==> src/rtl/pong_game_ctrl.sv <==
// pong_game_ctrl: game-flow FSM (IDLE/SERVE/PLAY/OVER) with serve timer and binary+BCD scoring.
// Optional paddle-hit rally counter is built only when RALLY_CNT_EN is defined.
module pong_game_ctrl #(
  parameter int WIN_SCORE          = 7,
  parameter int SERVE_DELAY_FRAMES = 120
) (
  input  logic       clk,
  input  logic       reset,
  input  logic [9:0] pix_x,
  input  logic [9:0] pix_y,
  input  logic       start_btn,
  input  logic       l_win,
  input  logic       r_win,
  input  logic       hit,
  output logic       gra_still,
  output logic [7:0] l_score_bcd,
  output logic [7:0] r_score_bcd,
  output logic       game_over,
  output logic       winner,
  output logic [1:0] state,
  output logic [7:0] rally_cnt
);

  typedef enum logic [1:0] {
    IDLE  = 2'b00,
    SERVE = 2'b01,
    PLAY  = 2'b10,
    OVER  = 2'b11
  } state_t;

  localparam logic [6:0] WIN_B     = 7'(WIN_SCORE);
  localparam logic [9:0] DELAY_B   = 10'(SERVE_DELAY_FRAMES);
  localparam logic [6:0] SCORE_MAX = 7'd99;

  state_t     state_q;
  logic [9:0] timer_q;
  logic [6:0] l_bin_q, r_bin_q;
  logic [7:0] l_bcd_q, r_bcd_q;
  logic       winner_q;
  logic [2:0] btn_sync_q;

  logic       frame_tick;
  logic       start_pulse;
  logic [6:0] l_bin_d, r_bin_d;
  logic [7:0] l_bcd_d, r_bcd_d;

  function automatic logic [6:0] bin_inc(input logic [6:0] b);
    return (b >= SCORE_MAX) ? SCORE_MAX : b + 7'd1;
  endfunction

  // Two-digit BCD increment, sticking at 99 to match the binary counter.
  function automatic logic [7:0] bcd_inc(input logic [7:0] b);
    if (b == 8'h99) return b;
    if (b[3:0] == 4'd9) return {b[7:4] + 4'd1, 4'd0};
    return {b[7:4], b[3:0] + 4'd1};
  endfunction

  assign frame_tick  = (pix_y == 10'd481) && (pix_x == 10'd0);
  assign start_pulse = btn_sync_q[1] & ~btn_sync_q[2];

  assign l_bin_d = bin_inc(l_bin_q);
  assign r_bin_d = bin_inc(r_bin_q);
  assign l_bcd_d = bcd_inc(l_bcd_q);
  assign r_bcd_d = bcd_inc(r_bcd_q);

  assign gra_still   = (state_q != PLAY);
  assign game_over   = (state_q == OVER);
  assign state       = state_q;
  assign winner      = winner_q;
  assign l_score_bcd = l_bcd_q;
  assign r_score_bcd = r_bcd_q;

  // Bits [1:0] synchronise the raw button; bit [2] is the edge-detect history.
  always_ff @(posedge clk or posedge reset) begin
    if (reset) btn_sync_q <= 3'b000;
    else       btn_sync_q <= {btn_sync_q[1:0], start_btn};
  end

  always_ff @(posedge clk or posedge reset) begin
    if (reset) begin
      state_q  <= IDLE;
      timer_q  <= '0;
      l_bin_q  <= '0;
      r_bin_q  <= '0;
      l_bcd_q  <= '0;
      r_bcd_q  <= '0;
      winner_q <= 1'b0;
    end else begin
      case (state_q)
        IDLE, OVER: begin
          if (start_pulse) begin
            l_bin_q  <= '0;
            r_bin_q  <= '0;
            l_bcd_q  <= '0;
            r_bcd_q  <= '0;
            winner_q <= 1'b0;
            timer_q  <= DELAY_B;
            state_q  <= SERVE;
          end
        end
        SERVE: begin
          if (frame_tick) begin
            timer_q <= timer_q - 10'd1;
            if (timer_q == 10'd1) state_q <= PLAY;
          end
        end
        PLAY: begin
          // Left has priority when both borders report in the same cycle.
          if (l_win) begin
            l_bin_q <= l_bin_d;
            l_bcd_q <= l_bcd_d;
            if (l_bin_d == WIN_B) begin
              winner_q <= 1'b0;
              state_q  <= OVER;
            end else begin
              timer_q <= DELAY_B;
              state_q <= SERVE;
            end
          end else if (r_win) begin
            r_bin_q <= r_bin_d;
            r_bcd_q <= r_bcd_d;
            if (r_bin_d == WIN_B) begin
              winner_q <= 1'b1;
              state_q  <= OVER;
            end else begin
              timer_q <= DELAY_B;
              state_q <= SERVE;
            end
          end
        end
        default: state_q <= IDLE;
      endcase
    end
  end

`ifdef RALLY_CNT_EN
  logic       hit_q;
  logic [7:0] rally_q;
  logic       to_serve;

  // Mirrors every FSM branch that lands in SERVE so the count clears on that same edge.
  assign to_serve = (((state_q == IDLE) || (state_q == OVER)) && start_pulse) ||
                    ((state_q == PLAY) &&
                     ((l_win && (l_bin_d != WIN_B)) || (!l_win && r_win && (r_bin_d != WIN_B))));

  always_ff @(posedge clk or posedge reset) begin
    if (reset) begin
      hit_q   <= 1'b0;
      rally_q <= '0;
    end else begin
      hit_q <= hit;
      if (to_serve)
        rally_q <= '0;
      else if ((state_q == PLAY) && hit && !hit_q && (rally_q != 8'hFF))
        rally_q <= rally_q + 8'd1;
    end
  end

  assign rally_cnt = rally_q;
`else
  logic unused_hit;
  assign unused_hit = hit;
  assign rally_cnt  = 8'd0;
`endif

endmodule

==> config.mk <==
export PLATFORM = sky130hd
export DESIGN_NAME = pong_game_ctrl
export DESIGN_NICKNAME = d
export VERILOG_FILES = /design/src/rtl/pong_game_ctrl.sv
export SDC_FILE = /design/constraint.sdc
export NUM_CORES = 1
export LEC_CHECK = 0
export ABC_AREA = 0
export CORE_ASPECT_RATIO = 1.4
export CORE_MARGIN = 1.5
export CORE_UTILIZATION = 45
export CTS_CLUSTER_SIZE = 12
export DETAILED_ROUTE_END_ITERATION = 8
export DONT_BUFFER_PORTS = 1
export HOLD_SLACK_MARGIN = 0.15
export PLACE_DENSITY = 0.71
export SYNTH_ARGS = -nofsm -noshare
export SYNTH_HDL_FRONTEND = slang
export SYNTH_SLANG_ARGS = --single-unit
export TNS_END_PERCENT = 20
==> constraint.sdc <==
create_clock -name clk -period 2.3 [get_ports clk]
set_clock_uncertainty 0.1 [all_clocks]
set_input_delay 0.575 -clock clk [delete_from_list [all_inputs] [get_ports clk]]
set_output_delay 0.575 -clock clk [all_outputs]
set_load 0.02 [all_outputs]
# After elaboration in Yosys (flattened, before gate mapping)
# Cells that the tools add are included.
[word_totals] ff_bits=46 inputBits=26 out_inout_bits=29 wordCells=107
[op_classes] addsub=7 n_lt_le_gt_ge=2 n_eq_ne=25 n_mux=49 n_bitwise=2 n_reduce_logical=12
[op_table] op="8-bit two-way mux" n=12
[op_table] op="10-bit two-way mux" n=6
[op_table] op="7-bit two-way mux" n=6
[op_table] op="8-bit one-hot mux with 2 select lines" n=2
[op_table] op="10-bit one-hot mux with 3 select lines" n=1
[op_table] op="7-bit one-hot mux with 2 select lines" n=2
[op_table] op="3-bit inequality test (second input constant)" n=7
[op_table] op="4-bit by 1-bit adder with 4-bit output (second input constant)" n=4
[op_table] op="8-bit == test (second input constant)" n=2
[op_table] op="5-bit AND reduction" n=3
[op_table] op="7-bit by 1-bit adder with 7-bit output (second input constant)" n=2
[op_table] op="7-bit by 3-bit == test with 1-bit output (second input constant)" n=2
[op_table] op="7-bit greater-or-equal comparator (second input constant)" n=2
[op_table] op="2-bit two-way mux" n=7
[op_table] op="2-bit inequality test (second input constant)" n=7
[op_table] op="4-bit AND reduction" n=3
[op_table] op="1-bit two-way mux" n=11
[op_table] op="10-bit by 1-bit == test with 1-bit output (second input constant)" n=1
[op_table] op="10-bit by 9-bit == test with 1-bit output (second input constant)" n=1
[op_table] op="10-bit zero test" n=1
[op_table] op="10-bit by 1-bit subtractor with 10-bit output (second input constant)" n=1
[op_table] op="4-bit == test (second input constant)" n=2
[op_table] op="2-bit one-hot mux with 3 select lines" n=1
[op_table] op="2-bit == test (second input constant)" n=2
[op_table] op="other kinds (9)" n=9

# Logic depth before layout (Yosys ltp)
# Gate-level depths: netlist (run 1).
[depth] ltp_word=8 mapped_depth=10

# Worst setup path after synthesis (run 1)
# OpenSTA, ideal clock, no wires.
[synth_timing] kind="input port to flip-flop" start="in pix_y[1]" end="reg timer_q[4]" setup_time_ps=141 t_arrival_ps=2228 setup_slack_ps=-168 stages=6 path_buffers=0 cell_sequence="or4_4 > a2111oi_4 > a41oi_2 > a211oi_4 > and2_1 > a41oi_2"
[synth_via] elab_chain_len=4
[synth_rtl] element="from (decl)" line_no="10" source="input logic [9:0] pix_y,"
[synth_rtl] element="10-bit by 9-bit == test with 1-bit output" line_no="58" source="assign frame_tick = (pix_y == 10'd481) && (pix_x == 10'd0);"
[synth_rtl] element="1-bit logical AND" line_no="58"
[synth_rtl] element="2-bit inequality test (no source line)"
[synth_rtl] element="5-bit AND reduction (no source line)"
[synth_rtl] element="to (signal assigned)" line_no="103" source="timer_q <= timer_q - 10'd1;"
[synth_rtl] element="to (decl)" line_no="36" source="logic [9:0] timer_q;"
# Every way passes these cells.
# A chain may end at the register's enable or synchronous reset.

# Worst setup path after layout (run 1)
# Same ends and word-level chain as after synthesis.

==> results of run 1 <==
==> layer usage <==
layer | GRT usage | vias up | part of all wire
li1 | - | 1137 | -
met1 | 0.2186 | 1169 | 0.39
met2 | 0.3483 | 65 | 0.56
met3 | 0.04357 | 6 | 0.044
met4 | 0.05473 | 0 | 0.0099
met5 | 0 | - | 0
==> report_power, final <==
| group | total (mW) | switching, mW | internal, mW |
|---|---|---|---|
| Sequential | 0.811 | 0.000887 | 0.811 |
| Combinational | 0.0381 | 0.0320 | 0.00619 |
| Clock | 0.608 | 0.283 | 0.325 |
| Total | 1.46 | 0.316 | 1.14 |
==> worst paths after layout <==
| check | startpoint | to | slack [ps] | depth (start not counted) |
|---|---|---|---|---|
| max reg2reg | l_bin_q[0] | timer_q[9] | 40 | 9 |
| min in group clk | start_btn | btn_sync_q[0] | 200 | 0 |
| max | pix_y[1] | timer_q[4] | 10 | 7 |
| max in group asynchronous | reset | state[0] | 1490 | 2 |
| min reg2reg | btn_sync_q[0] | btn_sync_q[1] | 250 | 0 |
| min | reset | timer_q[5] | 190 | 2 |
==> state kept, by name, indices dropped and copies added (netlist names) <==
register,flops
btn_sync_q,3
l_score_bcd,8
r_bin_q,7
timer_q,10
winner,1
state,2
r_score_bcd,8
l_bin_q,7
==> cell families after synthesis <==
| logic type | Yosys count | share of synthesized area |
|---|---|---|
| AND/OR/NAND/NOR | 121 | 0.2173 |
| adder cells (fa/ha/maj) | 16 | 0.06981 |
| XOR/XNOR | 7 | 0.02138 |
| buffers and inverters | 35 | 0.06283 |
| other | 1 | 0.001308 |
| AO/OA/AOI/OAI | 76 | 0.1968 |
| multiplexers | 8 | 0.02923 |
| flip-flops | 46 | 0.4014 |
==> cell usage in the layout (no fill, tap or decap), types with 2 or more instances in the layout <==
| cell type | instances |
|---|---|
| a21boi_0 | 2 |
| nor2b_1 | 3 |
| or3_1 | 6 |
| nand3b_1 | 4 |
| o41ai_1 | 2 |
| o31ai_1 | 8 |
| nand3_1 | 9 |
| a21bo_2 | 2 |
| inv_1 | 16 |
| dfrtp_1 | 45 |
| a21oi_2 | 2 |
| a22o_1 | 2 |
| nand4b_1 | 2 |
| mux2_2 | 3 |
| and3_1 | 4 |
| buf_4 | 24 |
| o21ai_0 | 23 |
| a31oi_1 | 5 |
| nand2_1 | 33 |
| a41oi_2 | 2 |
| clkbuf_8 | 5 |
| nand4_1 | 5 |
| nor3_1 | 3 |
| o211ai_1 | 2 |
| nand2b_1 | 8 |
| nor4_1 | 4 |
| conb_1 | 8 |
| mux2i_1 | 5 |
| a21oi_1 | 8 |
| nor2_1 | 28 |
| xor2_1 | 6 |
| buf_6 | 3 |
| ha_1 | 16 |
| o21ai_1 | 3 |
==> timing repair <==
action | CTS | global route
setup buffers | 3 | 0
endpoints found under the hold margin | 0 | 0
resized for setup | 4 | 7
endpoints found under the setup margin | 10 | 12
pin swaps | 2 | 3
==> synthesized netlist by cell type, types with 4 or more instances <==
master / instances / share of area
nand3b_1: 4 / 0.010
nand2_1: 33 / 0.043
a21oi_1: 9 / 0.016
ha_1: 16 / 0.070
and3_1: 4 / 0.0087
xor2_1: 6 / 0.018
nand3_1: 9 / 0.016
buf_4: 10 / 0.026
a31oi_1: 6 / 0.013
nand4_1: 5 / 0.011
clkbuf_1: 6 / 0.0079
or3_1: 6 / 0.013
nand2b_1: 8 / 0.017
o21ai_0: 25 / 0.044
nor2_1: 28 / 0.037
o31ai_1: 8 / 0.021
inv_1: 17 / 0.022
mux2i_1: 5 / 0.017
dfrtp_1: 46 / 0.40
nor4_1: 4 / 0.0087
==> final cells by class <==
type	instances	area, um^2
Fill cell	565	2934
Multi-Input combinational cell	236	1589
Sequential cell	46	1152
Timing Repair Buffer	28	229.0
Tap cell	72	90.09
Clock buffer	6	72.57
Inverter	17	63.81
Clock inverter	2	37.54
==> metrics.cfg, run 1 <==
[critical_path]
crit_path_top_delay_cell=or4_4
crit_family=compound AO/OA/AOI/OAI gates
cp.required_ps=2380
crit_fanout=4
path_cells=or4_4 -> a2111oi_4 -> a41oi_2 -> a211oi_4 -> buf_4 -> and2_4 -> a41oi_2
critical-path-max-stage-delay_ps=540
path_buf_inv=1
cp-start-kind=primary input
worst-setup-path-type=in -> reg
cp_common_cell=a41oi_2
end_kind=flop
critical_path_arrival_ps=2360

[global_route]
grt_pass1_vias=2375
overflow=0
grt_usage=0.1909
grt_max_degree=47
grt_pass1_wl_mm=10.76
antenna_found_initial=0

[synth]
synth_ff_type=dfrtp_1
yosysSeqAreaShare=0.4014
syn_area_per_cell_um2=9.251
async_flop_share=1.000
synthDistinctLibCells=62
netlist_instances=310
synth_seq_cells=46
yosys_warnings=0
synth_area_um2=2868
synth-edff-count=0

[place]
placedInstanceArea_um2=3059
dp_slack_ps=-349.8
globalplace.congestion=0.8349
placedCellCount=396
portBuffers=0
hpwl_mm=4.700

[finish]
diodes=0
layout.nets=376
fin_util=0.5243
syn2layout_area_growth_pct=12.78
stdcell_count=407
final_area_um2=3234
layout-drive-gt1-share=0.1791

[floorplan]
core_um2=6168
die_h_um=97.46
ioPinCount=55
start_util=0.4649
floorplan.die_area_um2=6868
fp-row-count=34
die-width_um=70.47

[job]
drv_cap=0

[timing]
fin_crit_ps=2286
hold_violations=0
max_freq_ghz=0.4375
rsz0062_at_grt=yes
slew_headroom=0.6134
whs_ps=187.1
setup_viol=0
drv_slew=0
period_share=0.9938
tightestPinTransition_ps=580.0
tns_ps=0
setup_slack_ps=14.17

[hold_path]
hold_class=in -> async

[status]
status=finished, final reports clean

[clocking]
cts_tree=done
cts.path.max_buffers=2
h-tree-depth=2
path_clk_slew_ps=90
cts-root-buf=clkbuf_8
clock_latency_ps=300
clock_sinks=46
cts_hold_buffers=0
cts-buffers-inserted=5

[detailed_routing]
first_pass_iters=4
ant_nets=0
wl_per_cell_um=15.17
vias_per_cell=5.840
drc=0
drt_iter0_drc=126
vias=2377
drt-total-wl_mm=6.174

[power]
leakage_nw=1.467
ir_drop_mv=0.2803
power_density_nw_per_um2=450.6
power_mw=1.457

Power figures use the tool's default switching activity.
==> run 2, diff against run 1 <==
CORE_MARGIN = default   (was 1.5)
==> run 2 against run 1 <==
Routed wire length decreased by 3.9%. Fmax shrank 1.4%. Count of clock-buffer cells in the layout unchanged. Sequential share of layout area fell by 0.52 points. Sequential power barely moved. Utilization rose by 0.77 points. Non-clock buffer count increased by 2. The run now ends with negative setup slack left. Global-route usage shrank 1.1 points. Cell area is 1.5% higher. Clock power up 2%.
==> metrics.cfg, run 2 (same netlist as run 1, synthesis figures left out) <==
[global_route]
grt_pass1_vias=2127
use_met2=0.3293
overflow=0
grt.busiest_layer=met2
antenna_found_initial=0
met1_usage=0.2082
grt_usage=0.1800
grt_pass1_wl_mm=9.487
grt_max_degree=26
use_met3=0.03423

[finish]
largest_register=timer_q
fin_util=0.5320
syn2layout_area_growth_pct=14.44
mostFrequentLayoutCells=45 x dfrtp_1, 33 x nand2_1, 27 x nor2_1
final_common_cell=dfrtp_1
layout-drive-gt1-share=0.1815
stdcell_count=408
largest_register_ffs=10
layout.nets=378
diodes=0

[floorplan]
ioPinCount=55
fp-row-count=34
die_h_um=96.46
start_util=0.4649
floorplan.die_area_um2=6701
core_um2=6168
die-width_um=69.47

[clocking]
path_clk_slew_ps=90
h-tree-depth=2
clock_latency_ps=300
cts_tree=done
cts.path.max_buffers=2
cts-buffers-inserted=5
clock_sinks=46
cts-root-buf=clkbuf_8

[detailed_routing]
vias_per_cell=5.596
vias=2283
first_pass_iters=4
drt-total-wl_mm=5.934
drt_iter0_drc=94
ant_nets=0
wl_per_cell_um=14.54
drc=0

[timing]
tightestPinTransition_ps=587.6
period_share=1.008
whs_ps=195.8
setup_viol=4
tns_ps=-54.60
fin_crit_ps=2319
max_freq_ghz=0.4312
setup_slack_ps=-19.07
drv_slew=0
hold_violations=0
slew_headroom=0.6077
rsz0062_at_grt=yes

[critical_path]
path_buf_inv=1
end_kind=flop
critical-path-max-stage-delay_ps=540
worst-setup-path-type=in -> reg
critical_path_arrival_ps=2420
cp-start-kind=primary input
crit_family=compound AO/OA/AOI/OAI gates
cp.required_ps=2410
path_cells=or4_4 -> a2111oi_4 -> a41oi_2 -> a211oi_4 -> buf_6 -> nand3_2 -> o311ai_2
crit_path_top_delay_cell=or4_4
crit_fanout=5

[power]
ir_drop_mv=0.2380
power_density_nw_per_um2=448.7
leakage_nw=1.492

[hold_path]
hold_class=in -> reg

[place]
hpwl_mm=4.439
portBuffers=0
globalplace.congestion=0.8635
placedCellCount=398

[status]
status=complete, but fails checks
violations=negative setup slack

[job]
drv_cap=0

run 2: final timing paths:
path | from | depth (start not counted) | to | slack [ps]
max | pix_x[1] | 7 | timer_q[9] | -20
min | start_btn | 0 | btn_sync_q[0] | 200
max reg2reg | l_bin_q[1] | 9 | timer_q[9] | 50
min reg2reg | btn_sync_q[0] | 0 | btn_sync_q[1] | 270
max in group asynchronous | reset | 3 | winner | 880
min in group asynchronous | reset | 2 | timer_q[8] | 690
run 2: report_power, final:
part / internal [mW] / switching, mW / total, mW
Clock: 0.348 / 0.270 / 0.618
Combinational: 0.00953 / 0.0335 / 0.0431
Sequential: 0.811 / 0.00123 / 0.812
run 2: per-layer routing:
metal	routed length (um)	part of all wire
met3	217	0.037
met2	2991	0.50
met5	0	0
met4	89	0.015
met1	2635	0.44
run 2: repair_timing:
item,CTS,global route
setup buffers,0,2
gates resized for setup,0,13
hold endpoints to repair,24,0
hold buffers,1,0
endpoints found under the setup margin,0,17
run 2: area by class of cell:
| cell class | instances | area (um^2) |
|---|---|---|
| flip-flops and latches | 46 | 1152 |
| clock buffers | 6 | 82.58 |
| clock inverters | 1 | 30.03 |
| repair buffers | 30 | 262.8 |
| well taps | 72 | 90.09 |
| inverters | 17 | 63.81 |
| fillers | 553 | 2887 |
| multi-input cells | 236 | 1600 |
run 2: stage by stage:
stage / total power, mW / setup slack (ps) / cell area [um^2]
2_1_floorplan: 0.8677 / -30.97 / 2898
3_3_place_gp: 0.8698 / -170.5 / 3087
3_5_place_dp: 0.8705 / -197.3 / 3087
4_1_cts: 1.488 / 1.975 / 3209
5_1_grt: 1.518 / -104.4 / 3282
6_report: 1.473 / -19.07 / 3282
